<file path="src/rtl/sprite_line_scheduler_if.sv">
// Control, attribute-table, sprite-ROM and line-RAM signals of sprite_line_scheduler.
// master = line controller / memories side, slave = the scheduler itself.
interface sprite_line_scheduler_if;
  logic        i_Line_Start;
  logic [7:0]  i_Line_Y;
  logic        i_Buf_Sel;
  logic        i_Attr_Wr;
  logic [2:0]  i_Attr_Idx;
  logic [1:0]  i_Attr_Field;
  logic [7:0]  i_Attr_Data;
  logic [5:0]  o_Rom_Sprite;
  logic [2:0]  o_Rom_Row;
  logic [2:0]  o_Rom_Col;
  logic [1:0]  i_Rom_Pixel;
  logic        o_Lr_Write;
  logic [10:0] o_Lr_Addr;
  logic [1:0]  o_Lr_Data;
  logic        o_Busy;
  logic        o_Done;
  logic        o_Overrun;
  logic        o_Limit_Hit;

  modport master (
    output i_Line_Start, i_Line_Y, i_Buf_Sel,
    output i_Attr_Wr, i_Attr_Idx, i_Attr_Field, i_Attr_Data,
    output i_Rom_Pixel,
    input  o_Rom_Sprite, o_Rom_Row, o_Rom_Col,
    input  o_Lr_Write, o_Lr_Addr, o_Lr_Data,
    input  o_Busy, o_Done, o_Overrun, o_Limit_Hit
  );

  modport slave (
    input  i_Line_Start, i_Line_Y, i_Buf_Sel,
    input  i_Attr_Wr, i_Attr_Idx, i_Attr_Field, i_Attr_Data,
    input  i_Rom_Pixel,
    output o_Rom_Sprite, o_Rom_Row, o_Rom_Col,
    output o_Lr_Write, o_Lr_Addr, o_Lr_Data,
    output o_Busy, o_Done, o_Overrun, o_Limit_Hit
  );
endinterface

</file>
<file path="src/rtl/sprite_line_scheduler.sv">
// Builds one 256-pixel sprite line into a ping-pong line RAM: clear, scan 8 sprites, fetch hits.
// Optional macro SPRITE_LINE_LIMIT_EN caps each line at 4 drawn sprites and flags o_Limit_Hit.
module sprite_line_scheduler (
  input  logic                    i_Clk,
  input  logic                    i_Rst_L,
  sprite_line_scheduler_if.slave  bus
);

  typedef enum logic [2:0] {S_IDLE, S_CLEAR, S_SCAN, S_FETCH, S_DONE} state_e;

  state_e     state_q, state_d;
  logic [7:0] clr_x_q, clr_x_d;
  logic [2:0] idx_q, idx_d;
  logic [3:0] col_q, col_d;
  logic [7:0] line_y_q, line_y_d;
  logic       buf_q, buf_d;
  logic [5:0] cur_num_q, cur_num_d;
  logic [7:0] cur_x_q, cur_x_d;
  logic [2:0] cur_row_q, cur_row_d;

  logic [5:0] attr_num [8];
  logic [7:0] attr_x   [8];
  logic [7:0] attr_y   [8];
  logic       attr_en  [8];

  logic [7:0] delta;
  logic       hit;
  logic       skip;
  logic       busy;
  logic       clear_wr;
  logic       fetch_wr;
  logic       lr_write;
  logic       rom_on;
  logic [2:0] col_m1;
  logic [7:0] wr_x;

  // NOTE: the attribute table is reset element by element because reset must leave every sprite disabled.
  always_ff @(posedge i_Clk or negedge i_Rst_L) begin
    if (!i_Rst_L) begin
      for (int i = 0; i < 8; i++) begin
        attr_num[i] <= '0;
        attr_x[i]   <= '0;
        attr_y[i]   <= '0;
        attr_en[i]  <= 1'b0;
      end
    end else if (bus.i_Attr_Wr) begin
      case (bus.i_Attr_Field)
        2'd0:    attr_num[bus.i_Attr_Idx] <= bus.i_Attr_Data[5:0];
        2'd1:    attr_x[bus.i_Attr_Idx]   <= bus.i_Attr_Data;
        2'd2:    attr_y[bus.i_Attr_Idx]   <= bus.i_Attr_Data;
        default: attr_en[bus.i_Attr_Idx]  <= bus.i_Attr_Data[0];
      endcase
    end
  end

  // Table reads are combinational on the registered table, so a same-cycle write is not seen by SCAN.
  assign delta = line_y_q - attr_y[idx_q];
  assign hit   = attr_en[idx_q] && (delta < 8'd8);

`ifdef SPRITE_LINE_LIMIT_EN
  logic [2:0] drawn_q, drawn_d;
  logic       limit_q, limit_d;

  assign skip = (drawn_q == 3'd4);

  always_ff @(posedge i_Clk or negedge i_Rst_L) begin
    if (!i_Rst_L) begin
      drawn_q <= '0;
      limit_q <= 1'b0;
    end else begin
      drawn_q <= drawn_d;
      limit_q <= limit_d;
    end
  end

  assign bus.o_Limit_Hit = limit_q;
`else
  assign skip            = 1'b0;
  assign bus.o_Limit_Hit = 1'b0;
`endif

  // NOTE: state registers use non-blocking assignments so every flop samples pre-edge values.
  always_ff @(posedge i_Clk or negedge i_Rst_L) begin
    if (!i_Rst_L) begin
      state_q   <= S_IDLE;
      clr_x_q   <= '0;
      idx_q     <= '0;
      col_q     <= '0;
      line_y_q  <= '0;
      buf_q     <= 1'b0;
      cur_num_q <= '0;
      cur_x_q   <= '0;
      cur_row_q <= '0;
    end else begin
      state_q   <= state_d;
      clr_x_q   <= clr_x_d;
      idx_q     <= idx_d;
      col_q     <= col_d;
      line_y_q  <= line_y_d;
      buf_q     <= buf_d;
      cur_num_q <= cur_num_d;
      cur_x_q   <= cur_x_d;
      cur_row_q <= cur_row_d;
    end
  end

  // NOTE: every next-state variable gets its hold value first so no path infers a latch.
  always_comb begin
    state_d   = state_q;
    clr_x_d   = clr_x_q;
    idx_d     = idx_q;
    col_d     = col_q;
    line_y_d  = line_y_q;
    buf_d     = buf_q;
    cur_num_d = cur_num_q;
    cur_x_d   = cur_x_q;
    cur_row_d = cur_row_q;
`ifdef SPRITE_LINE_LIMIT_EN
    drawn_d   = drawn_q;
    limit_d   = limit_q;
`endif
    // A start in any state (re)starts the line; when busy this is the overrun abort.
    if (bus.i_Line_Start) begin
      state_d  = S_CLEAR;
      clr_x_d  = '0;
      line_y_d = bus.i_Line_Y;
      buf_d    = bus.i_Buf_Sel;
`ifdef SPRITE_LINE_LIMIT_EN
      drawn_d  = '0;
      limit_d  = 1'b0;
`endif
    end else begin
      case (state_q)
        S_CLEAR: begin
          clr_x_d = clr_x_q + 8'd1;
          if (clr_x_q == 8'hff) begin
            state_d = S_SCAN;
            idx_d   = '0;
          end
        end
        S_SCAN: begin
          cur_num_d = attr_num[idx_q];
          cur_x_d   = attr_x[idx_q];
          cur_row_d = delta[2:0];
          if (hit && !skip) begin
            state_d = S_FETCH;
            col_d   = '0;
`ifdef SPRITE_LINE_LIMIT_EN
            drawn_d = drawn_q + 3'd1;
`endif
          end else begin
`ifdef SPRITE_LINE_LIMIT_EN
            if (hit) limit_d = 1'b1;
`endif
            if (idx_q == 3'd7) state_d = S_DONE;
            else               idx_d   = idx_q + 3'd1;
          end
        end
        S_FETCH: begin
          col_d = col_q + 4'd1;
          if (col_q == 4'd8) begin
            if (idx_q == 3'd7) begin
              state_d = S_DONE;
            end else begin
              state_d = S_SCAN;
              idx_d   = idx_q + 3'd1;
            end
          end
        end
        S_DONE:  state_d = S_IDLE;
        default: state_d = state_q;
      endcase
    end
  end

  // Pixel for column c returns one cycle after its address, so it is written while col_q = c+1.
  assign busy     = (state_q != S_IDLE);
  assign clear_wr = (state_q == S_CLEAR);
  assign fetch_wr = (state_q == S_FETCH) && (col_q != 4'd0) && (bus.i_Rom_Pixel != 2'b00);
  assign lr_write = clear_wr || fetch_wr;
  assign col_m1   = col_q[2:0] - 3'd1;
  assign wr_x     = clear_wr ? clr_x_q : (cur_x_q + {5'd0, col_m1});
  assign rom_on   = (state_q == S_FETCH) && !col_q[3];

  assign bus.o_Lr_Write   = lr_write;
  assign bus.o_Lr_Addr    = lr_write ? {2'b00, buf_q, wr_x} : 11'd0;
  assign bus.o_Lr_Data    = fetch_wr ? bus.i_Rom_Pixel : 2'b00;
  assign bus.o_Rom_Sprite = rom_on ? cur_num_q : 6'd0;
  assign bus.o_Rom_Row    = rom_on ? cur_row_q : 3'd0;
  assign bus.o_Rom_Col    = rom_on ? col_q[2:0] : 3'd0;
  assign bus.o_Busy       = busy;
  assign bus.o_Done       = (state_q == S_DONE);
  assign bus.o_Overrun    = bus.i_Line_Start && busy;

endmodule
</file>
<file path="src/flat_wrapper.sv">
// flat-port wrapper written by rule: the top's interface ports become plain ports
module sprite_line_scheduler_flat 
  (i_Clk, i_Rst_L, bus_i_Line_Start, bus_i_Line_Y, bus_i_Buf_Sel, bus_i_Attr_Wr, bus_i_Attr_Idx, bus_i_Attr_Field, bus_i_Attr_Data, bus_i_Rom_Pixel, bus_o_Rom_Sprite, bus_o_Rom_Row, bus_o_Rom_Col, bus_o_Lr_Write, bus_o_Lr_Addr, bus_o_Lr_Data, bus_o_Busy, bus_o_Done, bus_o_Overrun, bus_o_Limit_Hit);
  sprite_line_scheduler_if bus_i ();
  input  logic i_Clk;
  input  logic i_Rst_L;
  input wire logic [$bits(bus_i.i_Line_Start)-1:0] bus_i_Line_Start;
  input wire logic [$bits(bus_i.i_Line_Y)-1:0] bus_i_Line_Y;
  input wire logic [$bits(bus_i.i_Buf_Sel)-1:0] bus_i_Buf_Sel;
  input wire logic [$bits(bus_i.i_Attr_Wr)-1:0] bus_i_Attr_Wr;
  input wire logic [$bits(bus_i.i_Attr_Idx)-1:0] bus_i_Attr_Idx;
  input wire logic [$bits(bus_i.i_Attr_Field)-1:0] bus_i_Attr_Field;
  input wire logic [$bits(bus_i.i_Attr_Data)-1:0] bus_i_Attr_Data;
  input wire logic [$bits(bus_i.i_Rom_Pixel)-1:0] bus_i_Rom_Pixel;
  output wire logic [$bits(bus_i.o_Rom_Sprite)-1:0] bus_o_Rom_Sprite;
  output wire logic [$bits(bus_i.o_Rom_Row)-1:0] bus_o_Rom_Row;
  output wire logic [$bits(bus_i.o_Rom_Col)-1:0] bus_o_Rom_Col;
  output wire logic [$bits(bus_i.o_Lr_Write)-1:0] bus_o_Lr_Write;
  output wire logic [$bits(bus_i.o_Lr_Addr)-1:0] bus_o_Lr_Addr;
  output wire logic [$bits(bus_i.o_Lr_Data)-1:0] bus_o_Lr_Data;
  output wire logic [$bits(bus_i.o_Busy)-1:0] bus_o_Busy;
  output wire logic [$bits(bus_i.o_Done)-1:0] bus_o_Done;
  output wire logic [$bits(bus_i.o_Overrun)-1:0] bus_o_Overrun;
  output wire logic [$bits(bus_i.o_Limit_Hit)-1:0] bus_o_Limit_Hit;
  assign bus_i.i_Line_Start = bus_i_Line_Start;
  assign bus_i.i_Line_Y = bus_i_Line_Y;
  assign bus_i.i_Buf_Sel = bus_i_Buf_Sel;
  assign bus_i.i_Attr_Wr = bus_i_Attr_Wr;
  assign bus_i.i_Attr_Idx = bus_i_Attr_Idx;
  assign bus_i.i_Attr_Field = bus_i_Attr_Field;
  assign bus_i.i_Attr_Data = bus_i_Attr_Data;
  assign bus_i.i_Rom_Pixel = bus_i_Rom_Pixel;
  assign bus_o_Rom_Sprite = bus_i.o_Rom_Sprite;
  assign bus_o_Rom_Row = bus_i.o_Rom_Row;
  assign bus_o_Rom_Col = bus_i.o_Rom_Col;
  assign bus_o_Lr_Write = bus_i.o_Lr_Write;
  assign bus_o_Lr_Addr = bus_i.o_Lr_Addr;
  assign bus_o_Lr_Data = bus_i.o_Lr_Data;
  assign bus_o_Busy = bus_i.o_Busy;
  assign bus_o_Done = bus_i.o_Done;
  assign bus_o_Overrun = bus_i.o_Overrun;
  assign bus_o_Limit_Hit = bus_i.o_Limit_Hit;
  sprite_line_scheduler u_core (.i_Clk(i_Clk), .i_Rst_L(i_Rst_L), .bus(bus_i));
endmodule
</file>
<file path="config.mk">
export PLATFORM = sky130hd
export DESIGN_NAME = sprite_line_scheduler_flat
export DESIGN_NICKNAME = d
export VERILOG_FILES = /design/src/rtl/sprite_line_scheduler_if.sv /design/src/rtl/sprite_line_scheduler.sv /design/src/flat_wrapper.sv
export SDC_FILE = /design/constraint.sdc
export NUM_CORES = 1
export LEC_CHECK = 0
export ABC_AREA = 1
export CAP_MARGIN = 20
export CORE_AREA = 2 2 188 98
export DETAILED_ROUTE_END_ITERATION = 16
export DIE_AREA = 0 0 190 100
export PLACE_DENSITY_LB_ADDON = 0.12
export SYNTH_ARGS = -nofsm -noshare
export SYNTH_HDL_FRONTEND = slang
export SYNTH_SLANG_ARGS = --single-unit
</file>
<file path="constraint.sdc">
create_clock -name i_Clk -period 8.05 [get_ports i_Clk]
set_clock_uncertainty 0.1 [all_clocks]
set_input_delay 2.0125 -clock i_Clk [delete_from_list [all_inputs] [get_ports i_Clk]]
set_output_delay 2.0125 -clock i_Clk [all_outputs]
set_load 0.05 [all_outputs]
</file>
======== After elaboration in Yosys (flattened, before gate mapping) ========
Index checks and enable logic that the tools add are counted.
cells by class
  bitwise gates (word level) .............. 4
  reduce and logical (&&, ||, !) cells .... 25
  mux-type cells .......................... 44
  equality and inequality tests ........... 16
  add/sub/neg operators ................... 6
  magnitude comparators ................... 4
operators with widths
  kind                                                  number
  bitwise mux 64 bit                                    2
  two-way mux 8 bit                                     8
  binary-select mux 8 bit (select 3 bit)                2
  bitwise mux 48 bit                                    1
  two-way mux 3 bit                                     12
  demux 8 bit (select 3 bit)                            1
  two-way mux 6 bit                                     4
  binary-select mux 6 bit (select 3 bit)                1
  demux 6 bit (select 3 bit)                            1
  one-hot mux 3 bit (4 select lines)                    1
  AND reduction 2 bit                                   5
  two-way mux 9 bit                                     1
  one-hot mux 3 bit (3 select lines)                    1
  adder 8 x 1 -> 8 bit (second input constant)          1
  adder 8 x 3 -> 8 bit                                  1
  bitwise mux 8 bit                                     1
  equality test 8 bit (second input constant)           1
  >= comparator 4 bit (second input constant)           2
  < comparator 8 x 4 -> 1 bit (second input constant)   1
  NOT 3 -> 4 bit                                        2
  one-hot mux 4 bit (2 select lines)                    1
  subtractor 8 bit                                      1
  equality test 3 x 2 -> 1 bit (second input constant)  2
  equality test 3 bit (second input constant)           2
  other kinds (31)                                      44
word-level totals
  output and inout bits ................... 30
  bits in registers ....................... 228
  logic and storage cells ................. 140
  input port bits ......................... 28

======== Depth between registers and ports, before layout ========
  depth in word-level cells ............... 10
  mapped depth ............................ 24
  mapped depth without buffers ............ 21

======== Least setup slack after synthesis ========
Ideal clock, no wire load.
  path type ............................... input-to-output
  start ................................... in bus_i_Rom_Pixel[0]
  end ..................................... out bus_o_Lr_Addr[7]
  path buffers ............................ 0
  stages .................................. 6
  required time ........................... 5.938 ns
  arrival time ............................ 3.613 ns
  setup slack ............................. 2.324 ns
  cell sequence ........................... inv_1 > nor2_2 > nor2_2 > nand2_2 > o21ai_2 > a31oi_2
between the ends
  cells in the longest elaborated chain, start to end .. 4
RTL lines
  element             RTL line                      text
  start, declared     flat_wrapper.sv:14            input wire logic [$bits(bus_i.i_Rom_Pixel)-1:0] bus_i_Rom_Pixel;
  nonzero test 2 bit  sprite_line_scheduler.sv:179  assign fetch_wr = (state_q == S_FETCH) && (col_q != 4'd0) && (bus.i_Rom_Pixel != 2'b00);
  logical AND 1 bit   sprite_line_scheduler.sv:179
  logical OR 1 bit    sprite_line_scheduler.sv:180  assign lr_write = clear_wr || fetch_wr;
  net bus_o_Lr_Write  flat_wrapper.sv:18            output wire logic [$bits(bus_i.o_Lr_Write)-1:0] bus_o_Lr_Write;
  two-way mux 9 bit   sprite_line_scheduler.sv:186  assign bus.o_Lr_Addr = lr_write ? {2'b00, buf_q, wr_x} : 11'd0;
  end, declared       flat_wrapper.sv:19            output wire logic [$bits(bus_i.o_Lr_Addr)-1:0] bus_o_Lr_Addr;
The timed path passes the listed nets, and every way through them passes these cells.

======== Final worst setup path ========
  start ................................... in bus_i_Line_Start
  end ..................................... out bus_o_Overrun
between the ends
  cells in the longest elaborated chain, start to end .. 1
RTL lines
  element            RTL line                      text
  start, declared    flat_wrapper.sv:7             input wire logic [$bits(bus_i.i_Line_Start)-1:0] bus_i_Line_Start;
  logical AND 1 bit  sprite_line_scheduler.sv:193  assign bus.o_Overrun = bus.i_Line_Start && busy;
  end, declared      flat_wrapper.sv:23            output wire logic [$bits(bus_i.o_Overrun)-1:0] bus_o_Overrun;
Every way passes these cells.

==> results.md <==
Die:
- The area of the placeable core is 17650 um^2.
- The floorplan step set the die height to 100 um.
- The overall die width is 190 um.
- The floorplan step defined a die boundary enclosing 19000 um^2.
- 58 I/O pins were placed.
- The number of standard-cell rows in the floorplan is 35.
- Once the floorplan was initialized, standard cells occupied 62.35% of the core.

CTS:
- The clock buffer count from CTS is 21.
- After clock tree synthesis, the clock-pin slew on the worst setup and hold paths is 0.06 ns.
- The H-tree depth reported by CTS is 1.
- The library cell used as clock root buffer is sky130_fd_sc_hd__clkbuf_16.
- TritonCTS built the clock tree.
- After clock tree synthesis, the setup repair step added 0 buffers.
- The maximum buffer depth of the clock tree is 3.
- The clock net sink count is 228.
- The count of hold buffers inserted by post-cts repair is 0.
- The later pin in the worst-skew pair is clocked with a latency of 0.51 ns.
- The number of instances resized during post-cts repair is 0.

Detailed routing:
- The detailed-route DRC error count is 0.
- The total iterations of the first detailed-routing run is 8.
- For this block, the routed nets add up to 28360 um of wire.
- In the final routed layout, each cell accounts on average for 17.95 um.
- The first routing iteration left 1082 violations.
- Dividing the detail-routed via count by the number of cells gives 5.854.
- The remaining number of nets flagged by the antenna check after routing is 0.
- Summing over every cut layer, the via total after detailed routing is 9249.

Global routing:
- The remaining global-route overflow is 0.
- The number of antenna violations at the first check in global routing is 0.
- The first-pass GRT wire length is 46390 um.
- The number of global-route vias before repair is 8473.
- For this run, the total global-route usage over all layers was measured as 31.10%.
- The largest net degree at the start of global routing is 110.

Final layout:
- The count of placed standard cells in the final layout, fillers left out is 1580.
- From synthesis to final layout, the design area changed by 11.15%.
- The repair_antennas step left the layout with diodes totalling 0.
- The fraction of layout cells with a size suffix above 1 is 6.269%.
- The filler cells instantiated in the layout total 1422.
- After the last flow step, the layout net total stands at 1372.

STA:
- The measured slew at the worst slew-check pin is 1.040 ns.
- The final number of max-transition violations was 0.
- The part of the cycle the worst path needs is 76.69%.
- The number of endpoints with negative hold slack in the final report was 0.
- For this run, the top clock speed supported by timing is 162.0 MHz.
- Adding up every negative setup slack in the final design gives 0 ns.
- The worst path needs 6.174 ns of the cycle, external delays included.
- Headroom to the max-slew limit came out at 30.57%.
- Setup violations remaining at the end of the flow were counted as 0.
- Setup repair after global routing left no endpoint under its margin.

Outcome:
- The run finished with clean final reports.

Setup path:
- The worst setup path is launched from an input pin.
- The startpoint of the worst-slack reg-to-reg timing path is u_core.idx_q[1]$_DFFE_PN0P_.
- For the worst setup path, the data required time is 5.94 ns.
- The kind of critical path is in2out.
- The depth of the most critical reg-to-reg path is 22.
- STA classifies the critical path endpoint as a primary output.
- Data arrives at the worst endpoint at 4.06 ns.
- Of all nets on the critical path, the largest fanout is 19.
- The worst register-to-register path has a setup slack of 4.03 ns.
- The endpoint of the worst-slack reg-to-reg timing path is u_core.col_q[2]$_DFFE_PN0P_.

Power:
- The analysis attributes to net switching a power of 1.397 mW.
- The share of total power dissipated in the clock network is 26.9%.
- The static leakage is 5.607 nW.
- The sequential cell fraction of total power is 39.9%.
- Cell internal power was estimated by the tool at 2.373 mW.
- The share of total power dissipated in combinational logic is 33.1%.
- The switching portion of total power is 37.05%.
- The total power of the final layout is 3.769 mW.
- The power per cell area is 308.2 nW/um^2.
- The worst ir drop on vdd is 0.0001714 V.

Placement:
- The routability-driven placement congestion ratio is 0.8230.
- The count of buffers added on input and output ports is 54.
- The HPWL after detailed placement is 18050 um.
- The number of placed instances, taps included is 1544.

Min path:
- The worst hold path stage count is 2.
- The kind of path behind the tightest hold check is reg2reg.
- The startpoint of the lowest-slack hold path is u_core.attr_num[41]$_DFFE_PN0P_.
- For hold timing, the worst endpoint is u_core.attr_num[41]$_DFFE_PN0P_.

Yosys:
- The count of warnings emitted by yosys is 0.
- The proportion of synthesized area in mux cells is 0%.
- After synthesis, the largest family of logic cells by area is simple AND/OR/NAND/NOR gates.
- The basic-gate share of the synthesized area counting and, or, nand and nor cells is 19.95%.
- After synthesis, the netlist uses 44 different library cells.
- The number of synthesized register bits is 228.
- The compound-gate portion of the synthesized area is 19.15%.
- In this run the cell area of the synthesized design comes to 11000 um^2.
- The arithmetic-cell share of the synthesized area counting full adders, half adders and majority gates is 2.069%.
- The fraction of the yosys area taken by sequential cells is 51.85%.
- The synthesized-area fraction occupied by xor and xnor cells is 0.6367%.
- In the synthesized netlist, the number of instances is 1325.
- The average footprint of a synthesized cell is 8.305 um^2.

Run:
- Across the run, the number of max-cap violations was 0.
routing by layer:
metal  global-route usage, %  wire length [um]  part of all wire (%)  vias to the layer above
li1                        -                 -                     -                     4422
met1                   50.35             13790                    49                     4336
met2                   43.40             11360                    40                      453
met3                   5.979              2810                   9.9                       38
met4                   6.440               394                   1.4                        0
met5                       0                 0                     0                        -
placed cells by master, fill, tap and decap left out, types with 7 or more instances in the layout:
cell type / n
sky130_fd_sc_hd__o221ai_1: 26
sky130_fd_sc_hd__clkdlybuf4s50_1: 53
sky130_fd_sc_hd__a21oi_1: 23
sky130_fd_sc_hd__nand3_1: 39
sky130_fd_sc_hd__inv_2: 7
sky130_fd_sc_hd__inv_1: 73
sky130_fd_sc_hd__a31oi_1: 9
sky130_fd_sc_hd__buf_4: 8
sky130_fd_sc_hd__ha_1: 15
sky130_fd_sc_hd__o21ai_0: 281
sky130_fd_sc_hd__clkbuf_8: 8
sky130_fd_sc_hd__dfrtp_1: 227
sky130_fd_sc_hd__clkbuf_16: 21
sky130_fd_sc_hd__o22ai_1: 22
sky130_fd_sc_hd__nor3_2: 12
sky130_fd_sc_hd__xor2_1: 7
sky130_fd_sc_hd__nand2_1: 320
sky130_fd_sc_hd__nor3_1: 7
sky130_fd_sc_hd__nor2_1: 110
sky130_fd_sc_hd__o21ai_1: 21
per-stage QoR:
step / hold slack [ns] / utilization (%) / setup WS, ns / area (um^2)
after floorplan: 0.3478 / - / 2.324 / 11010
after global placement: 0.3611 / 65.37 / 1.925 / 11540
after detailed placement: 0.3676 / 65.37 / 1.905 / 11540
after CTS: 0.3834 / 69.31 / 1.902 / 12230
after global routing: 0.4038 / 69.31 / 1.791 / 12230
final: 0.3815 / 69.31 / 1.876 / 12230
power by group through the flow:
stage	logic, mW	clock network (mW)	registers [mW]
3_5_place_dp	1.24	0	1.52
6_report	1.25	1.01	1.51
5_1_grt	1.40	1.07	1.53
4_1_cts	1.24	1.02	1.50
2_1_floorplan	0.919	0	1.49
3_3_place_gp	1.20	0	1.51
layout make-up:
class / count / area (um^2) / share of cell area [%]
Timing Repair Buffer: 62 / 605.6 / 4.951
Tap cell: 240 / 300.3 / 2.455
Sequential cell: 228 / 5707 / 46.66
Multi-Input combinational cell: 932 / 4612 / 37.70
Inverter: 82 / 312.8 / 2.557
Clock buffer: 33 / 650.6 / 5.319
Clock inverter: 3 / 43.79 / 0.3580
cells in the mapped netlist, drive strengths merged:
| cell type | number | area, um^2 |
|---|---|---|
| nand3b | 1 | 7.510 |
| a31oi | 10 | 68.81 |
| nor4 | 1 | 6.260 |
| nor3 | 20 | 171.4 |
| nand2 | 325 | 1237 |
| or2 | 2 | 12.52 |
| xor2 | 7 | 61.31 |
| dfrtp | 228 | 5705 |
| nor2 | 118 | 491.7 |
| o221ai | 26 | 227.7 |
| o22ai | 22 | 137.6 |
| buf | 28 | 167.7 |
| inv | 82 | 312.8 |
| clkbuf | 57 | 214.0 |
| o211ai | 3 | 22.52 |
| and3 | 1 | 6.260 |
| conb | 1 | 3.750 |
| o21a | 1 | 7.510 |
| ha | 15 | 187.7 |
| xnor2 | 1 | 8.760 |
| a21oi | 23 | 115.1 |
| a211oi | 1 | 7.510 |
| nand4 | 5 | 37.53 |
| o21ai | 303 | 1520 |
| nand3 | 42 | 225.2 |
| fa | 2 | 40.04 |
worst max path at each step:
stage,startpoint,cells after the start,slack (ns),endpoint
2_1_floorplan,bus_i_Rom_Pixel[0],6,2.32,bus_o_Lr_Addr[7]
3_3_place_gp,bus_i_Line_Start,5,1.93,bus_o_Overrun
3_5_place_dp,bus_i_Line_Start,5,1.91,bus_o_Overrun
4_1_cts,bus_i_Line_Start,5,1.90,bus_o_Overrun
5_1_grt,bus_i_Line_Start,5,1.79,bus_o_Overrun
6_report,bus_i_Line_Start,5,1.88,bus_o_Overrun
kinds of logic (layout without fill, tap and decap cells):
| logic type | count (synthesis) | count (layout) |
|---|---|---|
| AOI/OAI and AO/OA | 389 | 389 |
| xor gates and xnor gates | 8 | 8 |
| adders and majority gates | 17 | 17 |
| buffers and inverters | 167 | 180 |
| DFF | 228 | 228 |
| other | 1 | 3 |
| and+or+nand+nor | 515 | 515 |
critical path, stage by stage:
cell	delay, ns
sky130_fd_sc_hd__clkdlybuf4s50_1	0.45
sky130_fd_sc_hd__buf_4	0.24
sky130_fd_sc_hd__inv_1	0.31
sky130_fd_sc_hd__a21oi_1	0.22
sky130_fd_sc_hd__clkdlybuf4s50_1	0.82
sequential cells by signal (all words and copies together) (netlist names), 4 cells and up:
name and count:
u_core.attr_x 64, u_core.attr_en 8, u_core.cur_x_q 8, u_core.attr_y 64, u_core.line_y_q 8, u_core.attr_num 48
u_core.clr_x_q 8, u_core.col_q 4, u_core.cur_num_q 6
Power figures use the tool's default switching activity.
